<file path="src/rtl/registers_sv_pkg.sv">
// Shared register-map definitions for the DAQ register bank: addresses,
// reset values, fixed read constants and the write-handshake state type.
package registers_sv_pkg;

  // Register addresses as seen on the registers-manager address bus
  localparam logic [7:0] BankId_addr        = 8'h00;
  localparam logic [7:0] Control_addr       = 8'h01;
  localparam logic [7:0] ClkDivider_addr    = 8'h02;
  localparam logic [7:0] ChannelEnable_addr = 8'h08;
  localparam logic [7:0] FlagSyncError_addr = 8'h0A;
  localparam logic [7:0] ErrorCount_addr    = 8'h0B;

  // Fixed identification word and the value returned for holes in the map
  localparam logic [31:0] BankId_value       = 32'h5344_0001;
  localparam logic [31:0] UnmappedRead_value = 32'hDEAD_BEEF;

  // Reset values of the writable registers
  localparam logic [31:0] Control_reset       = 32'h0000_0000;
  localparam logic [15:0] ClkDivider_reset    = 16'd4;
  localparam logic [31:0] ChannelEnable_reset = 32'h0000_0000;
  localparam logic [31:0] FlagSyncError_reset = 32'h0000_0000;

  // Width of the saturating admin-write counter behind ErrorCount
  localparam int ErrorCount_width = 16;

  // Write handshake with the registers manager
  typedef enum logic [1:0] {
    WR_IDLE    = 2'd0,
    WR_ACK     = 2'd1,
    WR_RELEASE = 2'd2
  } writeState_t;

endpackage

</file>
<file path="src/rtl/sat_counter.sv">
// Saturating up-counter: increments on inc, sticks at all-ones, clear wins
// over inc. Asynchronous active-high reset.
module sat_counter #(
  parameter int WIDTH = 16
) (
  input  logic             clk,
  input  logic             rst,
  input  logic             inc,
  input  logic             clear,
  output logic [WIDTH-1:0] count
);

  // Count up until every bit is set, then hold the value
  always_ff @(posedge clk or posedge rst) begin
    if (rst) begin
      count <= '0;
    end else if (clear) begin
      count <= '0;
    end else if (inc && (count != '1)) begin
      count <= count + WIDTH'(1);
    end
  end

endmodule

</file>
<file path="src/rtl/register_bank.sv">
// DAQ configuration/status register bank behind the registers manager.
// Writes use a level/ack handshake (IDLE -> ACK -> RELEASE) so a held
// writeEnable commits only once; reads are a one-cycle registered strobe.
// Build option REGBANK_ADMIN_LOCK_EN: when defined, only admin writes may
// touch FlagSyncError and user writes there are acknowledged but ignored;
// when undefined, user writes clear the bits set in writeData.
module register_bank
  import registers_sv_pkg::*;
#(
  parameter int DATA_LENGTH = 32,
  parameter int ADDRWIDTH   = 8
) (
  input  logic                   clk,
  input  logic                   rsnt,
  input  logic [ADDRWIDTH-1:0]   address,
  input  logic [DATA_LENGTH-1:0] writeData,
  input  logic                   writeEnable,
  input  logic                   writeAdmin,
  input  logic                   readEnable,
  output logic                   writeAck,
  output logic [DATA_LENGTH-1:0] readData,
  output logic [DATA_LENGTH-1:0] ctrl,
  output logic [15:0]            clk_div,
  output logic [DATA_LENGTH-1:0] channel_enable,
  output logic                   sync_error_flag
);

`ifdef REGBANK_ADMIN_LOCK_EN
  localparam bit userClearEn = 1'b0;
`else
  localparam bit userClearEn = 1'b1;
`endif

  writeState_t                 state;
  writeState_t                 nextState;
  logic                        writeCommit;
  logic [DATA_LENGTH-1:0]      ctrlReg;
  logic [15:0]                 clkDivReg;
  logic [DATA_LENGTH-1:0]      channelEnableReg;
  logic [DATA_LENGTH-1:0]      flagSyncErrorReg;
  logic [ErrorCount_width-1:0] errorCount;
  logic                        errorCountInc;
  logic [DATA_LENGTH-1:0]      readMux;

  // Handshake state register; reset drops any write not yet committed
  always_ff @(posedge clk or posedge rsnt) begin
    if (rsnt) begin
      state <= WR_IDLE;
    end else begin
      state <= nextState;
    end
  end

  // Commit once in IDLE, acknowledge for one cycle, then wait for enable low
  always_comb begin
    nextState   = state;
    writeCommit = 1'b0;
    writeAck    = 1'b0;
    case (state)
      WR_IDLE: begin
        if (writeEnable) begin
          writeCommit = 1'b1;
          nextState   = WR_ACK;
        end
      end
      WR_ACK: begin
        writeAck  = 1'b1;
        nextState = WR_RELEASE;
      end
      WR_RELEASE: begin
        if (!writeEnable) begin
          nextState = WR_IDLE;
        end
      end
      default: begin
        nextState = WR_IDLE;
      end
    endcase
  end

  // Writable registers; RO and unmapped addresses fall through unchanged
  always_ff @(posedge clk or posedge rsnt) begin
    if (rsnt) begin
      ctrlReg          <= DATA_LENGTH'(Control_reset);
      clkDivReg        <= ClkDivider_reset;
      channelEnableReg <= DATA_LENGTH'(ChannelEnable_reset);
      flagSyncErrorReg <= DATA_LENGTH'(FlagSyncError_reset);
    end else if (writeCommit) begin
      case (address)
        ADDRWIDTH'(Control_addr): begin
          ctrlReg <= writeData;
        end
        ADDRWIDTH'(ClkDivider_addr): begin
          clkDivReg <= writeData[15:0];
        end
        ADDRWIDTH'(ChannelEnable_addr): begin
          channelEnableReg <= writeData;
        end
        ADDRWIDTH'(FlagSyncError_addr): begin
          if (writeAdmin) begin
            flagSyncErrorReg <= flagSyncErrorReg | writeData;
          end else if (userClearEn) begin
            flagSyncErrorReg <= flagSyncErrorReg & ~writeData;
          end
        end
        default: begin
        end
      endcase
    end
  end

  // Every admin write to the sync-error flag counts as one reported error
  assign errorCountInc = writeCommit && writeAdmin &&
                         (address == ADDRWIDTH'(FlagSyncError_addr));

  sat_counter #(
    .WIDTH (ErrorCount_width)
  ) errorCounter (
    .clk   (clk),
    .rst   (rsnt),
    .inc   (errorCountInc),
    .clear (1'b0),
    .count (errorCount)
  );

  // Read decode of the current (pre-write) register contents
  always_comb begin
    readMux = DATA_LENGTH'(UnmappedRead_value);
    case (address)
      ADDRWIDTH'(BankId_addr):        readMux = DATA_LENGTH'(BankId_value);
      ADDRWIDTH'(Control_addr):       readMux = ctrlReg;
      ADDRWIDTH'(ClkDivider_addr):    readMux = DATA_LENGTH'(clkDivReg);
      ADDRWIDTH'(ChannelEnable_addr): readMux = channelEnableReg;
      ADDRWIDTH'(FlagSyncError_addr): readMux = flagSyncErrorReg;
      ADDRWIDTH'(ErrorCount_addr):    readMux = DATA_LENGTH'(errorCount);
      default:                        readMux = DATA_LENGTH'(UnmappedRead_value);
    endcase
  end

  // Read result is captured on the strobe and held until the next strobe
  always_ff @(posedge clk or posedge rsnt) begin
    if (rsnt) begin
      readData <= '0;
    end else if (readEnable) begin
      readData <= readMux;
    end
  end

  assign ctrl            = ctrlReg;
  assign clk_div         = clkDivReg;
  assign channel_enable  = channelEnableReg;
  assign sync_error_flag = flagSyncErrorReg[0];

endmodule
</file>
<file path="config.mk">
export PLATFORM = sky130hd
export DESIGN_NAME = register_bank
export DESIGN_NICKNAME = d
export VERILOG_FILES = /design/src/rtl/registers_sv_pkg.sv /design/src/rtl/sat_counter.sv /design/src/rtl/register_bank.sv
export SDC_FILE = /design/constraint.sdc
export NUM_CORES = 1
export LEC_CHECK = 0
export BUFFER_PORTS_ARGS = -buffer_cell sky130_fd_sc_hd__buf_2
export CORE_MARGIN = 2
export CORE_UTILIZATION = 30
export DETAILED_ROUTE_END_ITERATION = 8
export SETUP_SLACK_MARGIN = 0.05
export SYNTH_ARGS = -nofsm -noshare
export SYNTH_HDL_FRONTEND = slang
export SYNTH_SLANG_ARGS = --single-unit
</file>
<file path="constraint.sdc">
create_clock -name clk -period 9.6 [get_ports clk]
set_input_delay 1.92 -clock clk [delete_from_list [all_inputs] [get_ports clk]]
set_output_delay 1.92 -clock clk [all_outputs]
set_load 0.02 [all_outputs]
</file>
==> flow_summary.json, run 1 <==
{
  "cts.path.max_buffers": 2,
  "setup_tns_ns": 0,
  "pin_count": 159,
  "cts_setup_buffers": 0,
  "synth_mux_area_frac": 0.216,
  "nets": 795,
  "routed_wl_um": 20800,
  "synth_xor_area_frac": 0.0190,
  "synth.avg_cell_area_sq_um": 12.1,
  "grt_overflow": 0,
  "period_minus_slack_ns": 4.52,
  "start_util": 0.304,
  "critPathKind": "input port to flop",
  "end_kind": "flop",
  "rrSetupSlack_ns": 6.69,
  "syn-num-nets": 653,
  "drive_gt1_frac": 0.436,
  "hold_buffers": 0,
  "rsz0062_at_grt": "false",
  "gp_congestion": 0.783,
  "cp.required_ns": 9.90,
  "drv_slew": 0,
  "use_met2": 0.258,
  "yosys.area_share.simple": 0.105,
  "r2r_cells": 4,
  "reg2reg_from": "state[0]",
  "die_x_um": 161,
  "ys_seq_area_frac": 0.551,
  "cts.sinks": 162,
  "clockRootBuffer": "clkbuf_16",
  "cts_tree": "built",
  "ys_ff_latch": 162,
  "post_cts_resized": 0,
  "r2r-end": "channel_enable[14]",
  "worstPathArrival_ns": 4.83,
  "clock_latency_ns": 0.42,
  "fin_util": 0.374,
  "setup-violations-final": 0,
  "die_h_um": 161,
  "worstHoldStart": "state[0]",
  "vdd_drop_max_uv": 95.0,
  "p_per_area_nw_per_um2": 168,
  "vias": 5404,
  "grt_busiest_layer": "met2",
  "wire_per_inst_um": 19.1,
  "crit_path_start_kind": "input port",
  "layout_common_cells": "dfrtp_1, buf_2, mux2_2",
  "finalHoldViolations": 0,
  "synth_cells": 607,
  "synth-compound-area-share": 0.0811,
  "outcome": "completed",
  "async_flop_share": 1.00,
  "synth_enable_flop_cells": 0,
  "track_usage": 0.164,
  "cap_violations": 0,
  "grt_first_pass_wirelength_um": 32400,
  "cts-buffers-inserted": 17,
  "synth_top_family_by_area": "multiplexers",
  "tightest_slew_ns": 1.26,
  "synth_fa_ha_area_frac": 0.00170,
  "h-tree-depth": 4,
  "rows": 57,
  "dieArea_sq_um": 25800,
  "min_period_over_period": 0.471,
  "drt-initial-drc-count": 407,
  "relSlewSlack": 0.158,
  "core_area_sq_um": 24200,
  "netlist_area_sq_um": 7360,
  "grt_use_met1": 0.217,
  "antenna_found_initial": 2,
  "p_leak_nw": 4.40,
  "yosysUniqueCellTypes": 50,
  "yosysWarnings": 0,
  "min_to": "state[0]",
  "crit_path_max_fanout": 32,
  "grt_pass1_vias": 5453,
  "drc": 0,
  "min_path_cells": 1,
  "num-fill-cells": 2374,
  "grt_max_degree": 100,
  "area_growth_pct": 22.9,
  "dpl.hpwl_um": 14000,
  "skew_ns": 0.00754,
  "io_buffers": 158,
  "met3_usage": 0.0338,
  "clkTransAtPathRegs_ns": 0.06,
  "routed_via_density": 4.97,
  "postRouteAntennaNets": 0,
  "mostFrequentLayoutCell": "dfrtp_1",
  "drt_first_pass_iters": 5,
  "hold_path.class": "flop to flop",
  "synth_flop_cell": "dfrtp_1",
  "achievable-frequency_mhz": 221
}
[metrics by stage]
step / total power, mW / cells / instance area, sq um / hold WS [ns] / setup slack, ns
2_1_floorplan: 0.817 / 607 / 7360 / 0.437 / 3.31
3_3_place_gp: 0.875 / 1054 / 8470 / 0.460 / 4.74
3_5_place_dp: 0.877 / 1054 / 8470 / 0.461 / 4.67
4_1_cts: 1.53 / 1086 / 9030 / 0.470 / 5.10
5_1_grt: 1.58 / 1088 / 9040 / 0.500 / 4.93
6_report: 1.52 / 1088 / 9040 / 0.474 / 5.08
[cell type report]
cell class / count / area (sq um) / area share
sequential: 162 / 4060 / 0.449
clock inverter: 14 / 128 / 0.0141
clock buffer: 18 / 439 / 0.0486
antenna: 2 / 5.00 / 0.000554
tap: 324 / 405 / 0.0448
timing repair buffer: 164 / 836 / 0.0925
inverter: 5 / 23.8 / 0.00263
multi-input combinational: 399 / 3150 / 0.348
[worst max-delay path, cell delays in order]
cell	delay, ns
buf_2	0.28
nand2b_1	0.60
or3_1	0.68
nor2_4	0.89
mux2_2	0.42
[layer usage]
layer / routed length [um] / part of all wire / vias up
li1: - / - / 2486
met1: 9270 / 0.44 / 2725
met2: 10000 / 0.48 / 161
met3: 957 / 0.046 / 32
met4: 594 / 0.029 / 0
met5: 0 / 0 / -
[cells in the mapped netlist (2+ instances only)]
cell type	count	area, sq um
dfrtp_1	161	4030
xor2_1	15	131
mux2_2	117	1320
and4_1	6	52.6
nand2_1	54	203
clkbuf_1	30	113
a31oi_1	13	81.3
nor3b_1	2	15.0
nor4_1	7	43.8
mux2i_1	16	160
nand3_1	9	45.0
o211ai_1	2	15.0
mux2_1	10	113
nor4_2	2	25.0
buf_2	6	30.0
a22oi_1	17	128
or4_1	3	22.5
nor2b_1	2	12.5
inv_1	4	15.0
nor2_2	2	12.5
a221o_1	2	20.0
a32o_1	2	20.0
buf_1	2	7.51
o2bb2ai_1	5	43.8
a21oi_1	24	120
a22o_1	14	123
nor3_1	8	40.0
or3b_2	3	26.3
nand2b_1	5	31.3
buf_4	3	22.5
o21ai_0	2	10.0
nor2_1	41	154
[kinds of logic after synthesis]
kind of cell,Yosys count
flops,162
fa+ha+maj,1
compound gates,85
mux,143
simple gates,154
xor+xnor,16
buf+inv,46
[how the worst max path moves through the flow]
stage               slack (ns)  startpoint                 end  cells past startpoint
floorplan                 3.31        rsnt           async pin                      1
global placement          4.74  address[0]  channel_enable[26]                      5
detailed placement        4.67  address[0]  channel_enable[30]                      5
CTS                       5.10  address[0]  channel_enable[14]                      5
global route              4.93  address[0]  channel_enable[14]                      5
finish                    5.08  address[0]  channel_enable[14]                      5
[power breakdown]
| group | internal [mW] | total, mW | leakage (nW) | switching (mW) |
|---|---|---|---|---|
| registers | 0.707 | 0.727 | 2.12 | 0.0200 |
| clock network | 0.366 | 0.656 | 0.270 | 0.290 |
| logic | 0.0482 | 0.136 | 2.01 | 0.0875 |
| total | 1.12 | 1.52 | 4.40 | 0.398 |
Note: power is estimated with default switching activity, not from simulation.
==> inputs of run 2 (changes only) <==
Settings changed: ABC_AREA set to 1.
Clock period 9.6 ns to 4.27 ns, I/O delays scaled along.
==> run 2 against run 1 <==
Compared with the run above: combinational power rose by 110%; utilization fell by 0.082 points; synthesized cell count rose by 48%; die area rose by 1.3%; sequential share of layout area fell by 0.30 points; largest power group unchanged; count of clock-buffer cells in the layout did not move; design area rose by 0.66%; critical path depth rose by 6; non-clock buffer count rose by 3.
==> flow_summary.json, run 2 <==
{
  "ys_seq_area_frac": 0.544,
  "worstPathArrival_ns": 2.92,
  "async_flop_share": 1.00,
  "slowest_delay_ns": 0.37,
  "drv_slew": 0,
  "io_buffers": 158,
  "wl_met3_um": 1420,
  "dieArea_sq_um": 26100,
  "h-tree-depth": 4,
  "relSlewSlack": 0.233,
  "drt-initial-drc-count": 508,
  "clock_latency_ns": 0.44,
  "yosysWarnings": 0,
  "setup-violations-final": 0,
  "cts-buffers-inserted": 17,
  "worstPathCellList": "buf_2 > inv_1 > nand2_2 > nor2_2 > buf_4 > nand2_2 > inv_2 > nand2_1 > buf_4 > o21ai_0 > o21ai_0",
  "track_usage": 0.175,
  "grt_pass1_vias": 6407,
  "ys_ff_latch": 162,
  "synth.avg_cell_area_sq_um": 8.32,
  "highest_layer": "met4",
  "crit_path_start_kind": "input port",
  "post_cts_resized": 0,
  "critPathKind": "input port to flop",
  "outcome": "completed",
  "pin_count": 159,
  "r2r_cells": 5,
  "postRouteAntennaNets": 0,
  "clkTransAtPathRegs_ns": 0.07,
  "synth.top_cells.by_count": "nand2_1, dfrtp_1, nand3_1, o21ai_0, nor2_1",
  "routed_via_density": 4.70,
  "min_path_cells": 2,
  "p_leak_nw": 4.49,
  "end_kind": "flop",
  "synth_top_area_share": 0.540,
  "synth.most_common_cell": "nand2_1",
  "drt_first_pass_iters": 5,
  "p_per_area_nw_per_um2": 390,
  "wl_met2_um": 10300,
  "setup_tns_ns": 0,
  "area_growth_pct": 22.0,
  "hold_path.class": "flop to flop",
  "grt_first_pass_wirelength_um": 35800,
  "syn-num-nets": 943,
  "route.layer.met1.wl_um": 10200,
  "synth_cells": 897,
  "finalHoldViolations": 0,
  "cap_violations": 0,
  "die_h_um": 162,
  "grt_overflow": 0,
  "achievable-frequency_mhz": 383,
  "synth_enable_flop_cells": 0,
  "layout_common_cells": "nand2_1, dfrtp_1, buf_2",
  "nets": 1082,
  "antenna_found_initial": 1,
  "die_x_um": 162,
  "wire_per_inst_um": 16.2,
  "cts.sinks": 162,
  "grt_max_degree": 109,
  "cts_setup_buffers": 0,
  "tightest_slew_ns": 1.15,
  "vdd_drop_max_uv": 228,
  "mostFrequentLayoutCell": "nand2_1",
  "rows": 57,
  "synth.area.top_cells": "dfrtp_1, nand2_1, nand3_1",
  "synth_area_leader_cell": "dfrtp_1",
  "routed_wl_um": 22200,
  "min_period_over_period": 0.611,
  "drive_gt1_frac": 0.222,
  "crit_path_max_fanout": 21,
  "hold_buffers": 0,
  "fin_util": 0.373,
  "gp_congestion": 0.813,
  "skew_ns": 0.00928,
  "cp.required_ns": 4.58,
  "clockRootBuffer": "clkbuf_16",
  "dpl.hpwl_um": 15000,
  "start_util": 0.306,
  "vias": 6463,
  "slowest_stage": "nand2_1",
  "drc": 0,
  "rsz0062_at_grt": "false",
  "core_area_sq_um": 24400,
  "cts.path.max_buffers": 2,
  "yosysUniqueCellTypes": 32,
  "cts_tree": "built",
  "synth_flop_cell": "dfrtp_1",
  "period_minus_slack_ns": 2.61,
  "netlist_area_sq_um": 7460
}
## run 2: changes by cell type in the layout (fill, tap and decap cells not counted), moves of 13 or more
cell / before / now
nand2_1: 54 / 219
nand3_1: 9 / 103
nor2_1: 40 / 68
a22oi_1: 17 / 0
a31oi_1: 13 / 0
o21ai_1: 0 / 67
a22o_1: 14 / 0
mux2i_1: 16 / 0
o21ai_0: 2 / 92
mux2_2: 117 / 0
inv_1: 3 / 59
## run 2: worst paths after layout
| check | endpoint | startpoint | slack, ns |
|---|---|---|---|
| max | flop | address[0] | 1.66 |
| min | readData[8] | readData[8] | 0.47 |
| max reg2reg | ctrl[9] | state[0] | 2.34 |
| min reg2reg | readData[8] | readData[8] | 0.47 |
| max in group asynchronous | readData[19] | rsnt | 3.13 |
| min in group asynchronous | channel_enable[29] | rsnt | 0.56 |
## run 2: logic make-up (layout without fill, tap and decap cells)
logic type | Yosys count | after routing | synth area share
and+or+nand+nor | 428 | 428 | 0.250
DFF | 162 | 162 | 0.544
AOI/OAI and AO/OA | 178 | 178 | 0.121
xor gates and xnor gates | 12 | 12 | 0.0141
adders and majority gates | 1 | 1 | 0.00168
other | 0 | 1 | 0
buffers and inverters | 116 | 268 | 0.0694
## run 2: final cells by class
cell class / instances / area [sq um]
clock buffer: 18 / 439
timing repair buffer: 167 / 871
clock inverter: 14 / 175
tap: 324 / 405
sequential: 162 / 4060
fill: 2573 / 15300
multi-input combinational: 619 / 2890
antenna: 1 / 2.50
inverter: 69 / 265
## run 2: where the power goes
part	leakage [nW]	switching, mW	total, mW	internal [mW]
logic	2.09	0.207	0.292	0.0851
clock network	0.294	0.669	1.61	0.943
registers	2.10	0.0512	1.64	1.59
total	4.49	0.926	3.55	2.62
## run 2: stage by stage
| stage | cell area (sq um) | hold WS (ns) | power [mW] | std cells | worst slack (ns) |
|---|---|---|---|---|---|
| after global routing | 9100 | 0.492 | 3.68 | 1374 | 1.40 |
| after global placement | 8480 | 0.463 | 1.97 | 1341 | 1.25 |
| after floorplan | 7460 | 0.472 | 1.85 | 897 | 1.36 |
| after CTS | 9100 | 0.477 | 3.58 | 1373 | 1.62 |
| after detailed placement | 8480 | 0.460 | 1.97 | 1341 | 1.18 |
| final | 9100 | 0.472 | 3.55 | 1374 | 1.66 |
## run 2: routing by layer
metal | track usage | vias to the layer above
met3 | 0.0485 | 18
li1 | - | 3218
met2 | 0.281 | 169
met1 | 0.231 | 3058
met5 | 0 | -
met4 | 0.0579 | 0
## run 2: critical path, delay by kind of cell
family | cells | cell delay (ns)
simple gates | 4 | 0.70
compound gates | 2 | 0.29
buf+inv | 5 | 1.08
==> inputs of run 3 (changes only) <==
Settings changed: ABC_AREA 1 to 0.
Clock period 4.27 ns to 2.3 ns, I/O delays scaled along.
==> run 3 against run 2 <==
Compared with the run above: die area shrank 1.3%; first-iteration DRC count is 38% lower; register-to-register slack worse by 2.2 ns; via count fell by 15%; clock skew decreased by 0.00092 ns; clock power is 82% higher; sequential cell count did not move; final cell count fell by 18%; sequential share of layout area is 2.5 points lower; worst setup slack got worse by 1.5 ns; combinational power rose by 110%.
==> flow_summary.json, run 3 (same netlist as run 1, synthesis figures left out) <==
{
  "whs_ns": 0.0567,
  "seqCellArea_sq_um": 4060,
  "setup-violations-final": 0,
  "die_x_um": 161,
  "achievable-frequency_mhz": 458,
  "rsz0062_at_grt": "false",
  "num-fill-cells": 2347,
  "worstPathArrival_ns": 2.49,
  "cts_setup_buffers": 0,
  "io_buffers": 158,
  "worstPathCellList": "or4b_4 > buf_4 > nor4_4 > buf_4 > nand2_1 > mux2_1",
  "outcome": "completed",
  "grt_first_pass_wirelength_um": 33800,
  "layout_common_cells": "dfrtp_1, buf_2, mux2_2",
  "p_leak_nw": 4.68,
  "cts-buffers-inserted": 17,
  "hold_buffers": 0,
  "h-tree-depth": 4,
  "end_kind": "flop",
  "tightest_slew_ns": 0.552,
  "wire_per_inst_um": 19.0,
  "vias": 5466,
  "min_period_over_period": 0.949,
  "postRouteAntennaNets": 0,
  "die_h_um": 161,
  "vdd_drop_max_uv": 484,
  "multiInputGateArea_sq_um": 3270,
  "finalNonFillerCells": 1128,
  "grt_overflow": 0,
  "slowest_stage": "or4b_4",
  "drv_slew": 0,
  "clock_latency_ns": 0.43,
  "drive_gt1_frac": 0.465,
  "drt-initial-drc-count": 314,
  "reg2reg_from": "state[0]",
  "relSlewSlack": 0.632,
  "crit_path_frequent_cell": "buf_4",
  "hold_path.class": "input port to async pin",
  "routed_via_density": 4.85,
  "critPathKind": "flop to flop",
  "antenna_found_initial": 0,
  "nets": 835,
  "dieArea_sq_um": 25800,
  "period_minus_slack_ns": 2.18,
  "cts.path.max_buffers": 2,
  "grt_max_degree": 44,
  "drt_first_pass_iters": 5,
  "cts.sinks": 162,
  "start_util": 0.304,
  "cp.required_ns": 2.61,
  "clkTransAtPathRegs_ns": 0.06,
  "grt_pass1_vias": 5608,
  "placed_cells": 1095,
  "r2r_cells": 6,
  "pin_count": 159,
  "slowest_delay_ns": 0.53,
  "finalHoldViolations": 0,
  "cts_tree": "built",
  "mostFrequentLayoutCell": "dfrtp_1",
  "skew_ns": 0.00836,
  "crit_path_max_fanout": 10,
  "area_growth_pct": 31.0,
  "rows": 57,
  "track_usage": 0.171,
  "gp_congestion": 0.821,
  "dpl.hpwl_um": 15800,
  "drc": 0,
  "routed_wl_um": 21400,
  "cap_violations": 0,
  "core_area_sq_um": 24200,
  "rrSetupSlack_ns": 0.12,
  "p_per_area_nw_per_um2": 684,
  "crit_path_start_kind": "flop",
  "clockRootBuffer": "clkbuf_16"
}
==> run 3: changes by cell type in the layout (fill, tap and decap cells not counted), moves of 56 or more <==
cell / delta
nand3_1: -94
o21ai_1: -67
mux2_2: +88
nand2_1: -165
inv_1: -56
o21ai_0: -90
==> run 3: repair_timing <==
item / 4_1_cts / 5_1_grt
resized for setup: 1 / 1
pin swaps: 0 / 1
setup endpoints to repair: 1 / 17
==> run 3: report_power, final <==
part	internal [mW]	leakage (nW)	switching, mW
Combinational	0.250	2.27	0.377
Clock	1.75	0.288	1.18
Sequential	2.95	2.12	0.0869
Total	4.95	4.68	1.64
==> run 3: stage by stage <==
stage	util	TNS [ns]	cell area, sq um	setup slack [ns]	power (mW)
final	0.399	0	9640	0.118	6.59
after CTS	0.399	0	9640	0.0735	6.66
after global placement	0.373	-7.32	9030	-0.162	3.72
after global routing	0.398	0	9630	0.0796	6.81
after floorplan	-	-35.07	7520	-0.216	3.43
after detailed placement	0.373	-8.85	9030	-0.180	3.73
==> run 3: area by class of cell <==
cell class,count,share of cell area
diodes,2,0.000519
clock inverters,11,0.0160
repair buffers,204,0.132
flip-flops and latches,162,0.421
clock buffers,21,0.0467
inverters,5,0.00234
multi-input cells,399,0.339
well taps,324,0.0421
==> run 3: worst max-delay path by stage <==
| stage | endpoint | cells after the start | startpoint |
|---|---|---|---|
| floorplan | async pin | 1 | rsnt |
| global placement | channel_enable[9] | 6 | address[5] |
| detailed placement | channel_enable[6] | 6 | address[5] |
| CTS | errorCounter.count[1] | 5 | state[0] |
| global route | flop | 6 | state[0] |
| finish | flop | 6 | state[0] |
==> run 3: routing by layer <==
layer,routed length (um),vias to the layer above,track usage
met3,929,24,0.0325
met5,0,-,0
met1,10100,2758,0.241
li1,-,2558,-
met4,473,0,0.0618
met2,9930,126,0.264
==> run 3: worst max-delay path, delay by kind of cell (launching register included) <==
family	cells	cell delay [ns]
simple gates	3	0.90
buf+inv	2	0.45
flops	1	0.40
mux	1	0.31
